**config.mk**
```make
export PLATFORM = sky130hd
export DESIGN_NAME = btn_conditioner
export DESIGN_NICKNAME = d
export VERILOG_FILES = /design/src/rtl/btn_cond_pkg.sv /design/src/rtl/btn_sync.sv /design/src/rtl/btn_conditioner.sv
export SDC_FILE = /design/constraint.sdc
export NUM_CORES = 1
export LEC_CHECK = 0
export CAP_MARGIN = 20
export CORE_MARGIN = 10
export CORE_UTILIZATION = 44
export DETAILED_ROUTE_END_ITERATION = 8
export PLACE_DENSITY = 0.6
export SLEW_MARGIN = 40
export SYNTH_ARGS = -nofsm -noshare
export SYNTH_HDL_FRONTEND = slang
export SYNTH_SLANG_ARGS = --single-unit
```
**constraint.sdc**
```tcl
create_clock -name clk_clk -period 2 [get_ports clk_clk]
set_input_delay 0.5 -clock clk_clk [delete_from_list [all_inputs] [get_ports clk_clk]]
set_output_delay 0.5 -clock clk_clk [all_outputs]
set_load 0.02 [all_outputs]
```
**src/rtl/btn_cond_pkg.sv**
```systemverilog
// -----------------------------------------------------------------------------
// btn_cond_pkg
// Shared types and defaults for the push-button conditioner.
//   btn_state_e               : debounce FSM state encoding
//   DEFAULT_DEBOUNCE_CYCLES   : stable cycles before a change is accepted (1 ms @ 50 MHz)
//   DEFAULT_LONG_PRESS_CYCLES : accepted-press cycles before a long-press event (1 s @ 50 MHz)
//   is_pressed_state()        : true for the states in which the debounced level is "pressed"
// -----------------------------------------------------------------------------
package btn_cond_pkg;

    localparam int unsigned DEFAULT_DEBOUNCE_CYCLES   = 50000;
    localparam int unsigned DEFAULT_LONG_PRESS_CYCLES = 50000000;

    typedef enum logic [1:0] {
        IDLE        = 2'd0,
        DEB_PRESS   = 2'd1,
        PRESSED     = 2'd2,
        DEB_RELEASE = 2'd3
    } btn_state_e;

    // A release that is still being debounced is still a press.
    function automatic logic is_pressed_state(input btn_state_e st);
        return (st == PRESSED) || (st == DEB_RELEASE);
    endfunction

endpackage

```
**src/rtl/btn_sync.sv**
```systemverilog
// -----------------------------------------------------------------------------
// btn_sync
// Two-flop, 1-bit synchroniser for the asynchronous active-low button pin.
// Both flops reset to the released level (1) so a reset never looks like a press.
// Ports:
//   clk_clk       : system clock
//   reset_reset_n : synchronous active-low reset
//   d_n           : asynchronous input, low = pressed
//   q_n           : synchronised output, low = pressed
// -----------------------------------------------------------------------------
module btn_sync (
    input  logic clk_clk,
    input  logic reset_reset_n,
    input  logic d_n,
    output logic q_n
);

    logic meta_q;
    logic sync_q;

    // NOTE: sequential state uses non-blocking assignments so every flop
    // samples the pre-edge value of its neighbour; blocking here would
    // collapse the two stages into one.
    always_ff @(posedge clk_clk) begin
        if (!reset_reset_n) begin
            meta_q <= 1'b1;
            sync_q <= 1'b1;
        end else begin
            meta_q <= d_n;
            sync_q <= meta_q;
        end
    end

    assign q_n = sync_q;

endmodule

```
**src/rtl/btn_conditioner.sv**
```systemverilog
// -----------------------------------------------------------------------------
// btn_conditioner
// Debounces a board push-button and produces a clean level plus one-cycle
// press / release / long-press events.
// Parameters:
//   DEBOUNCE_CYCLES   : cycles the synchronised input must stay stable (>= 1)
//   LONG_PRESS_CYCLES : cycles of accepted press before the long-press event (>= 1)
// Ports:
//   clk_clk           : system clock (shared with the Nios system)
//   reset_reset_n     : synchronous active-low reset
//   btn_raw_n         : asynchronous button pin, low = pressed
//   btn_level         : registered debounced level, high = pressed
//   btn_press_pulse   : one-cycle pulse per accepted press
//   btn_release_pulse : one-cycle pulse per accepted release
//   btn_long_pulse    : one-cycle pulse when a press reaches LONG_PRESS_CYCLES
// Build option:
//   BTN_COND_LONG_PRESS_EN : when defined, the hold counter and long-press
//                            event are built; otherwise btn_long_pulse is 0.
// -----------------------------------------------------------------------------
module btn_conditioner
    import btn_cond_pkg::*;
#(
    parameter int unsigned DEBOUNCE_CYCLES   = DEFAULT_DEBOUNCE_CYCLES,
    parameter int unsigned LONG_PRESS_CYCLES = DEFAULT_LONG_PRESS_CYCLES
) (
    input  logic clk_clk,
    input  logic reset_reset_n,
    input  logic btn_raw_n,
    output logic btn_level,
    output logic btn_press_pulse,
    output logic btn_release_pulse,
    output logic btn_long_pulse
);

    if (DEBOUNCE_CYCLES == 0 || LONG_PRESS_CYCLES == 0) begin : g_param_check
        $error("btn_conditioner: DEBOUNCE_CYCLES and LONG_PRESS_CYCLES must be >= 1");
    end

    // One spare bit so the counter can never wrap within its legal range.
    localparam int DEB_W = $clog2(DEBOUNCE_CYCLES) + 1;
    localparam logic [DEB_W-1:0] DEB_LAST = DEB_W'(DEBOUNCE_CYCLES - 1);

    // -------------------------------------------------------------------------
    // Synchroniser: s is high while the (synchronised) button is pressed.
    // -------------------------------------------------------------------------
    logic btn_sync_n;
    logic btn_s;

    btn_sync u_sync (
        .clk_clk       (clk_clk),
        .reset_reset_n (reset_reset_n),
        .d_n           (btn_raw_n),
        .q_n           (btn_sync_n)
    );

    assign btn_s = ~btn_sync_n;

    // -------------------------------------------------------------------------
    // Debounce FSM
    // -------------------------------------------------------------------------
    btn_state_e       state_q, state_d;
    logic [DEB_W-1:0] deb_cnt_q, deb_cnt_d;

    // NOTE: every signal written here gets its default first, so no path
    // through the case statement leaves a value unassigned (no latch).
    always_comb begin
        state_d   = state_q;
        deb_cnt_d = deb_cnt_q;
        unique case (state_q)
            IDLE: begin
                if (btn_s) begin
                    state_d   = DEB_PRESS;
                    deb_cnt_d = '0;
                end
            end
            DEB_PRESS: begin
                if (!btn_s) begin
                    state_d = IDLE;
                end else if (deb_cnt_q == DEB_LAST) begin
                    state_d = PRESSED;
                end else begin
                    deb_cnt_d = deb_cnt_q + 1'b1;
                end
            end
            PRESSED: begin
                if (!btn_s) begin
                    state_d   = DEB_RELEASE;
                    deb_cnt_d = '0;
                end
            end
            DEB_RELEASE: begin
                if (btn_s) begin
                    state_d = PRESSED;
                end else if (deb_cnt_q == DEB_LAST) begin
                    state_d = IDLE;
                end else begin
                    deb_cnt_d = deb_cnt_q + 1'b1;
                end
            end
            default: begin
                state_d   = IDLE;
                deb_cnt_d = '0;
            end
        endcase
    end

    always_ff @(posedge clk_clk) begin
        if (!reset_reset_n) begin
            state_q   <= IDLE;
            deb_cnt_q <= '0;
        end else begin
            state_q   <= state_d;
            deb_cnt_q <= deb_cnt_d;
        end
    end

    // -------------------------------------------------------------------------
    // Level and press/release events.
    // The outputs are registered from the current state, one edge after the
    // FSM transition. level_q therefore holds the "pressed" view of the
    // previous state, and comparing it to the current state isolates the two
    // accepting transitions: PRESSED is only entered with level_q low from
    // DEB_PRESS, IDLE only with level_q high from DEB_RELEASE.
    // -------------------------------------------------------------------------
    logic level_q,   level_d;
    logic press_q,   press_d;
    logic release_q, release_d;

    always_comb begin
        level_d   = is_pressed_state(state_q);
        press_d   = (state_q == PRESSED) && !level_q;
        release_d = (state_q == IDLE)    &&  level_q;
    end

    always_ff @(posedge clk_clk) begin
        if (!reset_reset_n) begin
            level_q   <= 1'b0;
            press_q   <= 1'b0;
            release_q <= 1'b0;
        end else begin
            level_q   <= level_d;
            press_q   <= press_d;
            release_q <= release_d;
        end
    end

    assign btn_level         = level_q;
    assign btn_press_pulse   = press_q;
    assign btn_release_pulse = release_q;

    // -------------------------------------------------------------------------
    // Long-press detection
    // -------------------------------------------------------------------------
`ifdef BTN_COND_LONG_PRESS_EN
    localparam int HOLD_W = $clog2(LONG_PRESS_CYCLES) + 1;
    localparam logic [HOLD_W-1:0] HOLD_LAST = HOLD_W'(LONG_PRESS_CYCLES - 1);
    localparam logic [HOLD_W-1:0] HOLD_MAX  = HOLD_W'(LONG_PRESS_CYCLES);

    logic [HOLD_W-1:0] hold_cnt_q, hold_cnt_d;
    logic              long_ev_q,  long_ev_d;
    logic              long_q,     long_d;

    // The hold counter restarts only on a freshly accepted press; a rejected
    // release bounce (DEB_RELEASE -> PRESSED) resumes it. It saturates at
    // LONG_PRESS_CYCLES, so the event can fire at most once per press.
    // long_ev_q mirrors the FSM-transition edge and long_q is the output
    // stage, giving the long event the same pipeline depth as the others.
    always_comb begin
        hold_cnt_d = hold_cnt_q;
        long_ev_d  = 1'b0;
        long_d     = long_ev_q;
        if (state_q == DEB_PRESS && state_d == PRESSED) begin
            hold_cnt_d = '0;
        end else if (state_q == PRESSED && hold_cnt_q != HOLD_MAX) begin
            hold_cnt_d = hold_cnt_q + 1'b1;
            long_ev_d  = (hold_cnt_q == HOLD_LAST);
        end
    end

    always_ff @(posedge clk_clk) begin
        if (!reset_reset_n) begin
            hold_cnt_q <= '0;
            long_ev_q  <= 1'b0;
            long_q     <= 1'b0;
        end else begin
            hold_cnt_q <= hold_cnt_d;
            long_ev_q  <= long_ev_d;
            long_q     <= long_d;
        end
    end

    assign btn_long_pulse = long_q;
`else
    assign btn_long_pulse = 1'b0;
`endif

endmodule
```
# --- Word level (Yosys, flattened, before mapping) ---
# Cells that the tools add are included.
word_totals:
  ff_bits: 24
  inputBits: 3
  wordCells: 38
op_classes:
  n_addsub: 1
  eq_ne: 10
  muxes: 13
  reduce_logical: 7
ops:
  columns: ["cell", "count"]
  rows:
  - ["2-to-1 mux 17 bit", 5]
  - ["case mux 17 bit (4 select lines)", 1]
  - ["adder 17 x 1 -> 17 bit (second input constant)", 1]
  - ["equality test 17 x 16 -> 1 bit (second input constant)", 1]
  - ["2-to-1 mux 2 bit", 6]
  - ["case mux 2 bit (4 select lines)", 1]
  - ["AND reduction 4 bit", 2]
  - ["equality test 2 bit (second input constant)", 2]
  - ["!= test 2 x 1 -> 1 bit (second input constant)", 2]
  - ["!= test 2 bit (second input constant)", 2]
  - ["!= test 3 x 2 -> 1 bit (second input constant)", 1]
  - ["!= test 3 bit (second input constant)", 1]
  - ["equality test 2 x 1 -> 1 bit (second input constant)", 1]
  - ["logical AND 1 bit", 2]
  - ["zero test 2 bit", 1]
  - ["zero test 1 bit", 1]
  - ["logical OR 1 bit", 1]

# --- Depth between registers and ports, before layout ---
depth:
  word_depth: 4
  ltp_mapped: 6
  ltp_nobuf: 5

# --- Modules after synthesis ---
# Synthesis repeated with hierarchy kept, for this count alone.
hier_totals:
  hier_cells: 126
  hier_area_um2: 1168.6
by_module_without_submodules:
  columns: ["mod", "n_inst", "cells_per_inst", "area_per_inst_um2", "seq_area_each_um2"]
  rows:
  - ["btn_conditioner", 1, 122, 1116.1, 440.4]
  - ["btn_sync", 1, 4, 52.6, 40.0]

# --- Worst setup path before layout ---
# Ideal clock, no wire load.
synth_timing:
  kind: "reg2reg"
  from: "register deb_cnt_q[0]"
  to: "register deb_cnt_q[14]"
  setup_time_ps: 120
  arrival_time_ps: 1710
  required_ps: 1880
  slack_ps: 170
  stages_incl_launch_ff: 6
  n_path_buf: 0
  path_cell_list: "dfxtp_1 -> ha_1 -> nand3_1 -> or4_1 -> and3_1 -> o31a_1"
synth_between:
  elab_chain_cells: 4
  word_cells_on_any_way: 6
synth_rtl:
  columns: ["item", "line_no", "source"]
  rows:
  - ["start: declaration", "btn_conditioner.sv:62", "logic [DEB_W-1:0] deb_cnt_q, deb_cnt_d;"]
  - ["start signal: assignment", "btn_conditioner.sv:113", "deb_cnt_q <= deb_cnt_d;"]
  - ["adder 17 x 1 -> 17 bit / equality test 17 x 16 -> 1 bit (equally long branches)", null, null]
  - ["2-to-1 mux 17 bit (*)", "btn_conditioner.sv:79, btn_conditioner.sv:94", null]
  - ["2-to-1 mux 17 bit (on tied branches)", "btn_conditioner.sv:92, btn_conditioner.sv:77", null]
  - ["case mux 17 bit (4 select lines) (*)", "btn_conditioner.sv:69", "unique case (state_q)"]
# Every way passes the cells marked *; elsewhere a longest branch is shown, timed or not. The select of a mux whose other input is x is not followed.
# A chain may end at the register's enable or synchronous reset.

# --- Worst setup path after layout ---
# Ends and elaborated chain as after synthesis.

==> out/metrics.yaml <==
total_power_w: 0.000786
synth_area_per_cell_um2: 8.78
post_cts_buffers: 0
grt.overflow.total: 0
min_path_type: "flop to flop"
row_count: 19
fin_crit_ns: 1.92
cts_tree: "done"
clk_pin_slew_ns: 0.14
met3_wirelength_um: 111
first_pass_iters: 4
syn_inst: 141
drtIter0Drc: 102
coreArea_um2: 2730
postRouteAntennaNets: 0
yosysTopAreaCell: "dfxtp_1"
utilization_pct: 51.5
syn_area_um2: 1240
wl_met1_um: 1310
synthMuxAreaShare_pct: 2.73
clockRootBuffer: "clkbuf_4"
worstPathArrival_ns: 2.14
final_nets: 158
grt_pass1_wl_um: 4770
setup_slack_ns: 0.0835
rsz0062_at_grt: "false"
layout-drive-gt1-share_pct: 15.0
gp_congestion: 0.867
maxCapViolCount: 0
synth_top_family_by_area: "simple AND/OR/NAND/NOR gates"
syn-num-nets: 145
dpl.hpwl_um: 1930
die-area_um2: 5330
startpoint_type: "flop"
cts_made_buffers: 3
wl_met2_um: 1170
synth_simple_gate_area_share_pct: 36.4
avgViaCountPerCell: 5.78
synth_edf_count: 0
cts_buffer_depth: 2
fill_cells: 242
drc: 0
synth_adder_area_share_pct: 1.01
p_leak_nw: 0.459
grt.total_usage_pct: 10.9
end_kind: "flop"
synth_top_area_share_pct: 38.8
max_slew_margin_pct: 49.1
fp.dieW_um: 73.0
wire_per_inst_um: 14.4
n_antenna_cell: 0
cp_max_fo: 6
ir_worst_vdd_mv: 0.456
synth_seq_cells: 24
areaGrowthSynthToFinish_pct: 13.9
synth_xor_area_share_pct: 4.95
routed_wl_um: 2650
skew_ns: 0.00296
start_util_pct: 45.3
io_pins: 7
crit_type: "flop to flop"
die_y_um: 73.0
required_ns: 2.23
hold_viol_final: 0
post-route-period-util_pct: 95.8
synth_compound_area_share_pct: 11.7
clock_latency_ns: 0.32
most-common-layout-cells: "dfxtp_1 (24), nand2_1 (14), nand3_1 (11)"
grt_max_degree: 15
synthArstFlopShare_pct: 0
portBuffers: 5
maxSlewViolCount: 0
vias: 1063
yosysSeqAreaShare_pct: 38.8
ys_types: 42
setup_tns_ns: 0
dr.max_layer_used: "met4"
ys.flop_type: "dfxtp_1"
yosysWarningCount: 0
clock-sinks: 24
powerDensity_nw_per_um2: 558
synthTopCellsByArea: "dfxtp_1 (39%), nand3_1 (4.4%), nand2_1 (4.2%), xnor2_1 (4.2%), nand4_1 (3.5%)"
htreeDepth: 1
tightest_slew_ns: 0.758
fmax_mhz: 522
setup_viol: 0
antenna_found_initial: 0
first_global_vias: 1008
pre_cts_slack_ns: 0.127
status: "completed"
layout_commonest_cell: "dfxtp_1"
==> Yosys cell counts, types with 3 or more instances <==
cell type,count
dfxtp_1,24
nand2_1,14
nand3_1,11
nand4_1,7
nor2_1,7
nor3_1,6
xnor2_1,6
a21oi_1,5
clkbuf_1,4
inv_1,4
nor4_1,4
and3_1,3
o211ai_1,3
o21ai_1,3
or4_1,3
==> layout make-up <==
type	count	area, µm²	area share [%]
Multi-Input combinational cell	106	713	50.6
Sequential cell	24	480	34.1
Timing Repair Buffer	15	125	8.88
Tap cell	31	38.8	2.75
Clock buffer	4	36.3	2.58
Inverter	4	15.0	1.07
==> worst max-delay path: stages, from the launching register on <==
cell and delay, ns:
dfxtp_1 0.44, ha_1 0.24, nand3_1 0.12, or4_1 0.56, and3_1 0.21, o31a_1 0.27
==> power by group <==
group          switching, W  internal, W  total [W]  leakage, nW
Sequential       0.00000321     0.000481   0.000484        0.194
Combinational     0.0000246    0.0000161  0.0000407        0.244
Clock              0.000151     0.000111   0.000262       0.0210
==> repair_timing <==
item / 4_1_cts / 5_1_grt
resized for setup: 0 / 1
setup endpoints to repair: 0 / 1
hold buffers: 0 / 0
==> metrics by stage <==
stage | hold slack [ns] | std cells | area [µm²]
after floorplan | 0.386 | 141 | 1240
after global placement | 0.403 | 180 | 1370
after detailed placement | 0.407 | 180 | 1370
after CTS | 0.438 | 184 | 1400
after global routing | 0.448 | 184 | 1410
final | 0.437 | 184 | 1410
==> sequential cells by signal, summed over array words and instances, names as in the netlist, named ones only <==
signal             cells
u_sync.q_n             1
btn_press_pulse        1
btn_level              1
deb_cnt_q             17
btn_release_pulse      1
state_q                1
u_sync.meta_q          1
==> path summary, 6_finish.rpt <==
| kind | end | start | slack, ns | cells past startpoint |
|---|---|---|---|---|
| worst max-delay path | deb_cnt_q[14]$_SDFFE_PN0P_ | deb_cnt_q[0]$_SDFFE_PN0P_ | 0.08 | 5 |
| worst min-delay path | u_sync.q_n$_SDFF_PN1_ | u_sync.meta_q$_SDFF_PN1_ | 0.44 | 1 |
| worst max register to register | deb_cnt_q[14]$_SDFFE_PN0P_ | deb_cnt_q[0]$_SDFFE_PN0P_ | 0.08 | 5 |
| worst min register to register | u_sync.q_n$_SDFF_PN1_ | u_sync.meta_q$_SDFF_PN1_ | 0.44 | 1 |
==> layer usage <==
| layer | track usage, % | vias to the layer above |
|---|---|---|
| li1 | - | 550 |
| met1 | 14.2 | 493 |
| met2 | 16.1 | 16 |
| met3 | 2.59 | 4 |
| met4 | 5.70 | 0 |
| met5 | 0 | - |
==> logic make-up (layout without fill, tap and decap cells) <==
logic type,count (synthesis),in the layout
simple gates,73,73
flops,24,24
other cells,1,1
buf+inv,11,23
fa+ha+maj,1,1
compound gates,21,21
xor+xnor,7,7
mux,3,3
(Power assumes the default switching activity.)
